### config.mk
export PLATFORM = sky130hd
export DESIGN_NAME = inst_fetch_flat
export DESIGN_NICKNAME = d
export VERILOG_FILES = /design/src/rtl/inst_fetch_if.sv /design/src/rtl/inst_fetch.sv /design/src/flat_wrapper.sv
export SDC_FILE = /design/constraint.sdc
export NUM_CORES = 1
export LEC_CHECK = 0
export CAP_MARGIN = 20
export CORE_ASPECT_RATIO = 2
export CORE_MARGIN = 10
export CORE_UTILIZATION = 25
export DETAILED_ROUTE_END_ITERATION = 16
export PLACE_DENSITY = 0.47
export SLEW_MARGIN = 15
export SYNTH_ARGS = -nofsm -noshare
export SYNTH_HDL_FRONTEND = slang
export SYNTH_SLANG_ARGS = --single-unit
### constraint.sdc
create_clock -name clk -period 3.95 [get_ports clk]
set_input_delay 0.9875 -clock clk [delete_from_list [all_inputs] [get_ports clk]]
set_output_delay 0.9875 -clock clk [all_outputs]
set_load 0.005 [all_outputs]
### src/rtl/inst_fetch_if.sv
// rtl/inst_fetch_if.sv - fetch-stage bus: control inputs, instruction-ROM port and IF/ID outputs
interface inst_fetch_if #(
  parameter int ADDR_W = 32,
  parameter int INST_W = 32
);
  logic [1:0]        stall;
  logic              branch_flag;
  logic [ADDR_W-1:0] branch_target;
  logic              flush;
  logic [ADDR_W-1:0] new_pc;
  logic              rom_ce;
  logic [ADDR_W-1:0] rom_addr;
  logic [INST_W-1:0] rom_inst;
  logic [ADDR_W-1:0] id_pc;
  logic [INST_W-1:0] id_inst;
  logic              id_valid;

  modport master (
    input  stall, branch_flag, branch_target, flush, new_pc, rom_inst,
    output rom_ce, rom_addr, id_pc, id_inst, id_valid
  );

  modport slave (
    output stall, branch_flag, branch_target, flush, new_pc, rom_inst,
    input  rom_ce, rom_addr, id_pc, id_inst, id_valid
  );
endinterface

### src/rtl/inst_fetch.sv
// rtl/inst_fetch.sv - IF stage: PC register, ROM fetch, IF/ID register with stall, delayed branch and flush
module inst_fetch #(
  parameter int              ADDR_W   = 32,
  parameter int              INST_W   = 32,
  parameter logic [ADDR_W-1:0] RESET_PC = '0
) (
  input  logic          clk,
  input  logic          rst,
  inst_fetch_if.master  if_bus
);

  localparam logic [ADDR_W-1:0] ALIGN_MASK = ~ADDR_W'(3);

  logic              rom_ce_q;
  logic [ADDR_W-1:0] pc_q, pc_d;
  logic [ADDR_W-1:0] id_pc_q, id_pc_d;
  logic [INST_W-1:0] id_inst_q, id_inst_d;
  logic              id_valid_q, id_valid_d;
  logic              hold_pc;

  // stall=2'b10 is not a legal control encoding; treat it as a full hold
  assign hold_pc = if_bus.stall[0] | if_bus.stall[1];

  always_comb begin
    pc_d = pc_q;
    if (!rom_ce_q) begin
      pc_d = RESET_PC;
    end else if (if_bus.flush) begin
      pc_d = if_bus.new_pc & ALIGN_MASK;
    end else if (hold_pc) begin
      pc_d = pc_q;
    end else if (if_bus.branch_flag) begin
      pc_d = if_bus.branch_target & ALIGN_MASK;
    end else begin
      pc_d = pc_q + ADDR_W'(4);
    end
  end

  always_comb begin
    id_pc_d    = id_pc_q;
    id_inst_d  = id_inst_q;
    id_valid_d = id_valid_q;
    if (if_bus.flush) begin
      id_pc_d    = '0;
      id_inst_d  = '0;
      id_valid_d = 1'b0;
    end else if (if_bus.stall[1]) begin
      id_pc_d    = id_pc_q;
      id_inst_d  = id_inst_q;
      id_valid_d = id_valid_q;
    end else if (if_bus.stall[0]) begin
      id_pc_d    = '0;
      id_inst_d  = '0;
      id_valid_d = 1'b0;
    end else begin
      // zero-latency ROM: the word for pc_q is captured at the edge that advances pc
      id_pc_d    = pc_q;
      id_inst_d  = if_bus.rom_inst;
      id_valid_d = rom_ce_q;
    end
  end

  always_ff @(posedge clk or posedge rst) begin
    if (rst) begin
      rom_ce_q   <= 1'b0;
      pc_q       <= RESET_PC;
      id_pc_q    <= '0;
      id_inst_q  <= '0;
      id_valid_q <= 1'b0;
    end else begin
      rom_ce_q   <= 1'b1;
      pc_q       <= pc_d;
      id_pc_q    <= id_pc_d;
      id_inst_q  <= id_inst_d;
      id_valid_q <= id_valid_d;
    end
  end

  assign if_bus.rom_ce   = rom_ce_q;
  assign if_bus.rom_addr = pc_q;
  assign if_bus.id_pc    = id_pc_q;
  assign if_bus.id_inst  = id_inst_q;
  assign if_bus.id_valid = id_valid_q;

endmodule

### src/flat_wrapper.sv
// flat-port wrapper written by rule: the top's interface ports become plain ports
module inst_fetch_flat 
#(
  parameter int              ADDR_W   = 32,
  parameter int              INST_W   = 32,
  parameter logic [ADDR_W-1:0] RESET_PC = '0
)
  (clk, rst, if_bus_stall, if_bus_branch_flag, if_bus_branch_target, if_bus_flush, if_bus_new_pc, if_bus_rom_inst, if_bus_rom_ce, if_bus_rom_addr, if_bus_id_pc, if_bus_id_inst, if_bus_id_valid);
  inst_fetch_if #(.ADDR_W(ADDR_W), .INST_W(INST_W)) if_bus_i ();
  input  logic clk;
  input  logic rst;
  input wire logic [$bits(if_bus_i.stall)-1:0] if_bus_stall;
  input wire logic [$bits(if_bus_i.branch_flag)-1:0] if_bus_branch_flag;
  input wire logic [$bits(if_bus_i.branch_target)-1:0] if_bus_branch_target;
  input wire logic [$bits(if_bus_i.flush)-1:0] if_bus_flush;
  input wire logic [$bits(if_bus_i.new_pc)-1:0] if_bus_new_pc;
  input wire logic [$bits(if_bus_i.rom_inst)-1:0] if_bus_rom_inst;
  output wire logic [$bits(if_bus_i.rom_ce)-1:0] if_bus_rom_ce;
  output wire logic [$bits(if_bus_i.rom_addr)-1:0] if_bus_rom_addr;
  output wire logic [$bits(if_bus_i.id_pc)-1:0] if_bus_id_pc;
  output wire logic [$bits(if_bus_i.id_inst)-1:0] if_bus_id_inst;
  output wire logic [$bits(if_bus_i.id_valid)-1:0] if_bus_id_valid;
  assign if_bus_i.stall = if_bus_stall;
  assign if_bus_i.branch_flag = if_bus_branch_flag;
  assign if_bus_i.branch_target = if_bus_branch_target;
  assign if_bus_i.flush = if_bus_flush;
  assign if_bus_i.new_pc = if_bus_new_pc;
  assign if_bus_i.rom_inst = if_bus_rom_inst;
  assign if_bus_rom_ce = if_bus_i.rom_ce;
  assign if_bus_rom_addr = if_bus_i.rom_addr;
  assign if_bus_id_pc = if_bus_i.id_pc;
  assign if_bus_id_inst = if_bus_i.id_inst;
  assign if_bus_id_valid = if_bus_i.id_valid;
  inst_fetch #(.ADDR_W(ADDR_W), .INST_W(INST_W), .RESET_PC(RESET_PC)) u_core (.clk(clk), .rst(rst), .if_bus(if_bus_i));
endmodule
==> key figures <==
Synth
  • Main flop type after synthesis: dfrtp_1
  • Main combinational cell family by area after synthesis: compound AO/OA/AOI/OAI gates
  • Synth unique cells: 67
  • #FFs+latches synth: 95
  • Syn Inst Count: between 400 and 500
  • Top-area cell type share of the netlist area: 0.488
  • Avg Inst Size Synth: between 10 and 15 um2
  • Register area share after synthesis: 0.488
  • Async S/R FF share, synth: 1.00
  • EDFF count, synth: 0
  • Synth Area in Adders: 0.00257
  • Largest cells by area after synthesis: dfrtp_1 (49%), a22o_1 (12%), a21oi_1 (2.7%)
  • Cell Area, Synth: around 5000 um2
  • Number of synthesis warnings: 0
  • Compound-cell area share of the yosys netlist: 0.262
  • Cell taking the most area after synthesis: dfrtp_1
  • Post-Synth Simple-Gate Area: 0.157
  • Synth Area in XOR/XNOR: 0.0108
  • Post-synthesis mux area share: 0.0169

Clock network
  • CTS Buf Count: 9
  • Post-CTS setup buffer count: 0
  • H-Tree Level Count: 3
  • CTS tree: done
  • Hold Buf Count CTS: 0
  • CTS Buffer Depth: 2
  • Clock sink count: between 90 and 100
  • Post-CTS sizing: 0
  • Worst skew pair latency: ~0.36 ns
  • Clock transition at path regs: 0.07 ns
  • Clk root buf: clkbuf_16

STA
  • Clk_skew: 0.00862 ns
  • Post-route worst setup slack: about 1.3 ns
  • RSZ-0062 raised after global routing: no
  • Worst hold slack: between 0.4 and 0.5 ns
  • Endpoints failing hold: 0
  • Final min period: ~2.6 ns
  • Normalized max-slew margin: 0.503
  • Total negative setup slack: 0 ns
  • Fmax: about 380 MHz
  • Final Setup Violations: 0
  • Pins Over Slew Limit: 0
  • Part of the cycle the worst path needs: 0.668
  • Least-Margin Pin Slew: around 0.74 ns

Setup path
  • R2r setup slk: about 1.5 ns
  • Critical Path Sink Type: output pin
  • R2r startpoint: u_core.if_bus.rom_addr[2]
  • CP max FO: 32
  • Cells on worst reg2reg path: 6
  • Crit path DAT: between 1.5 and 2 ns
  • WS Path Type: flip-flop to output pin
  • Critical path startpoint category: flip-flop
  • Worst reg2reg endpoint: u_core.if_bus.rom_addr[24]
  • Worst path required time: around 3 ns

Worst hold path
  • Hold Startpoint: u_core.if_bus.id_inst[19]
  • Hold Crit Depth: 1
  • Worst Hold End: u_core.if_bus.id_inst[19]
  • Hold crit path type: flip-flop to flip-flop

Finish
  • Core Util, Final: 0.381
  • Share of cells above drive strength 1: 0.0829
  • Area grow syn2layout: 50.6%
  • Nets@finish: approximately 750
  • Filler cell count in the final layout: a little under 2,000
  • Design area: around 7300 um2

Detailed routing
  • DRC violations left: 0
  • DR vias: 4,665
  • DR pass1 iterations: 5
  • 1st-iter DRT viols: around 220
  • Vias per inst: around 5.1
  • Routed Antenna Nets: 0
  • Routed WL: about 20 mm
  • Average wire per standard cell: about 22 um

Place
  • DP HPWL: 15.2 mm
  • Placed cell area: approximately 7000 um2
  • Port Buffer Count: roughly 190
  • GP Congestion: ~0.8
  • Dpl ws: about 0.93 ns

GRT
  • Number of global-route vias before repair: between 4,000 and 5,000
  • First-pass GRT wire length: 31.0 mm
  • All-Layer GR Usage: 0.155
  • Largest net degree at the start of global routing: 55
  • Initial antenna violation count: 3
  • Grt total ovfl: 0

Die
  • Initial Util: 0.253
  • Die Area: around 26,000 um2
  • Die Width: about 120 um
  • Num rows: slightly above 70
  • # IOs: 200
  • Core area: just under 20,000 um2
  • Die span in y: around 220 um

Run status
  • Status: finished clean

Run
  • Max-capacitance violation count: 0

Power and ir drop
  • Pwr dens: 340 nW/um2
  • LEAKAGE: around 3.0 nW
  • Maximum VDD drop: 249 uV
-- layout make-up --
| cell class | count | area [um2] | area share |
|---|---|---|---|
| clock buffers | 12 | 267 | 0.0363 |
| flip-flops and latches | 95 | 2380 | 0.324 |
| inverters | 7 | 28.8 | 0.00392 |
| well taps | 259 | 324 | 0.0441 |
| diodes | 3 | 7.51 | 0.00102 |
| multi-input cells | 325 | 2220 | 0.303 |
| clock inverters | 4 | 76.3 | 0.0104 |
| repair buffers | 208 | 2040 | 0.278 |
-- registers in the layout, indices dropped and copies added (netlist names) --
signal / flops
u_core.if_bus.id_pc: 31
u_core.if_bus.id_inst: 32
u_core.if_bus.rom_addr: 30
u_core.if_bus.rom_ce: 1
u_core.if_bus.id_valid: 1
-- synthesized netlist by cell type, types with 3 or more instances --
cell / n
nor2_1: 21
inv_1: 7
nand2_1: 30
buf_1: 7
dfrtp_1: 95
buf_6: 7
o22ai_1: 9
a211oi_1: 9
buf_4: 3
nor3_1: 13
a221oi_1: 3
nor4_1: 6
a21oi_1: 26
nand4_1: 10
or3_1: 4
and3_1: 5
o31ai_1: 5
o211a_1: 3
nor4_2: 4
xnor2_1: 5
o211ai_1: 3
mux2i_1: 6
clkbuf_1: 25
a22o_1: 66
o21ai_1: 5
nand3_1: 17
o21ai_0: 23
-- report_power, final --
part | internal (mW) | leakage, nW | switching [mW]
clock network | 0.608 | 0.165 | 0.400
registers | 1.02 | 1.28 | 0.0691
logic | 0.230 | 1.55 | 0.176
total | 1.85 | 3.00 | 0.646
-- placed cells by master (no fill, tap or decap), types with 3 or more instances in the layout --
cell and instances:
o21ai_0 23, nand2_1 30, xnor2_1 5, clkdlybuf4s50_1 192
nor2_1 19, dfrtp_1 95, or3_1 4, o22ai_1 9
mux2i_1 6, o211a_1 3, a221oi_1 3, a211oi_1 9
and3_1 5, buf_4 15, a21oi_1 26, o21ai_1 5
diode_2 3, nand3_1 17, nand4_1 10, inv_1 6
o211ai_1 3, nor4_2 4, clkbuf_8 3, nor3_1 13
clkbuf_16 9, o31ai_1 5, nor4_1 6, conb_1 3
a22o_1 66
-- worst max-delay path: stages, from the launching register on --
cell and delay (ns):
dfrtp_1 0.32, buf_4 0.34, clkdlybuf4s50_1 0.63
-- worst max-delay path by stage --
stage,end,from,cells past startpoint,slack (ns)
final,if_bus_rom_ce,u_core.if_bus.rom_ce,2,1.31
after floorplan,u_core.if_bus.id_inst[0],rst,1,0.49
after CTS,u_core.if_bus.id_pc[4],if_bus_stall[1],5,1.29
after detailed placement,u_core.if_bus.id_pc[4],if_bus_stall[1],5,0.93
after global placement,u_core.if_bus.id_pc[4],if_bus_stall[1],5,0.94
after global routing,u_core.if_bus.rom_addr[30],if_bus_stall[1],7,1.14
-- layer usage --
layer | global-route usage | vias up | wire (um)
li1 | - | 2137 | -
met1 | 0.159 | 2342 | 7340
met2 | 0.293 | 166 | 11600
met3 | 0.0329 | 20 | 1050
met4 | 0.0671 | 0 | 383
met5 | 0 | - | 0
-- metrics by stage --
stage | power (mW) | std cells
3_3_place_gp | 1.51 | 894
3_5_place_dp | 1.51 | 894
6_report | 2.50 | 913
2_1_floorplan | 1.26 | 474
5_1_grt | 2.60 | 913
4_1_cts | 2.53 | 910
-- kinds of logic (layout without fill, tap and decap cells) --
group	count (synthesis)	in the layout
flops	95	95
xor+xnor	6	6
fa+ha+maj	1	1
simple gates	132	132
compound gates	175	175
mux	8	8
other cells	2	6
buf+inv	54	231
No activity file was read; power rests on OpenSTA's default activity.
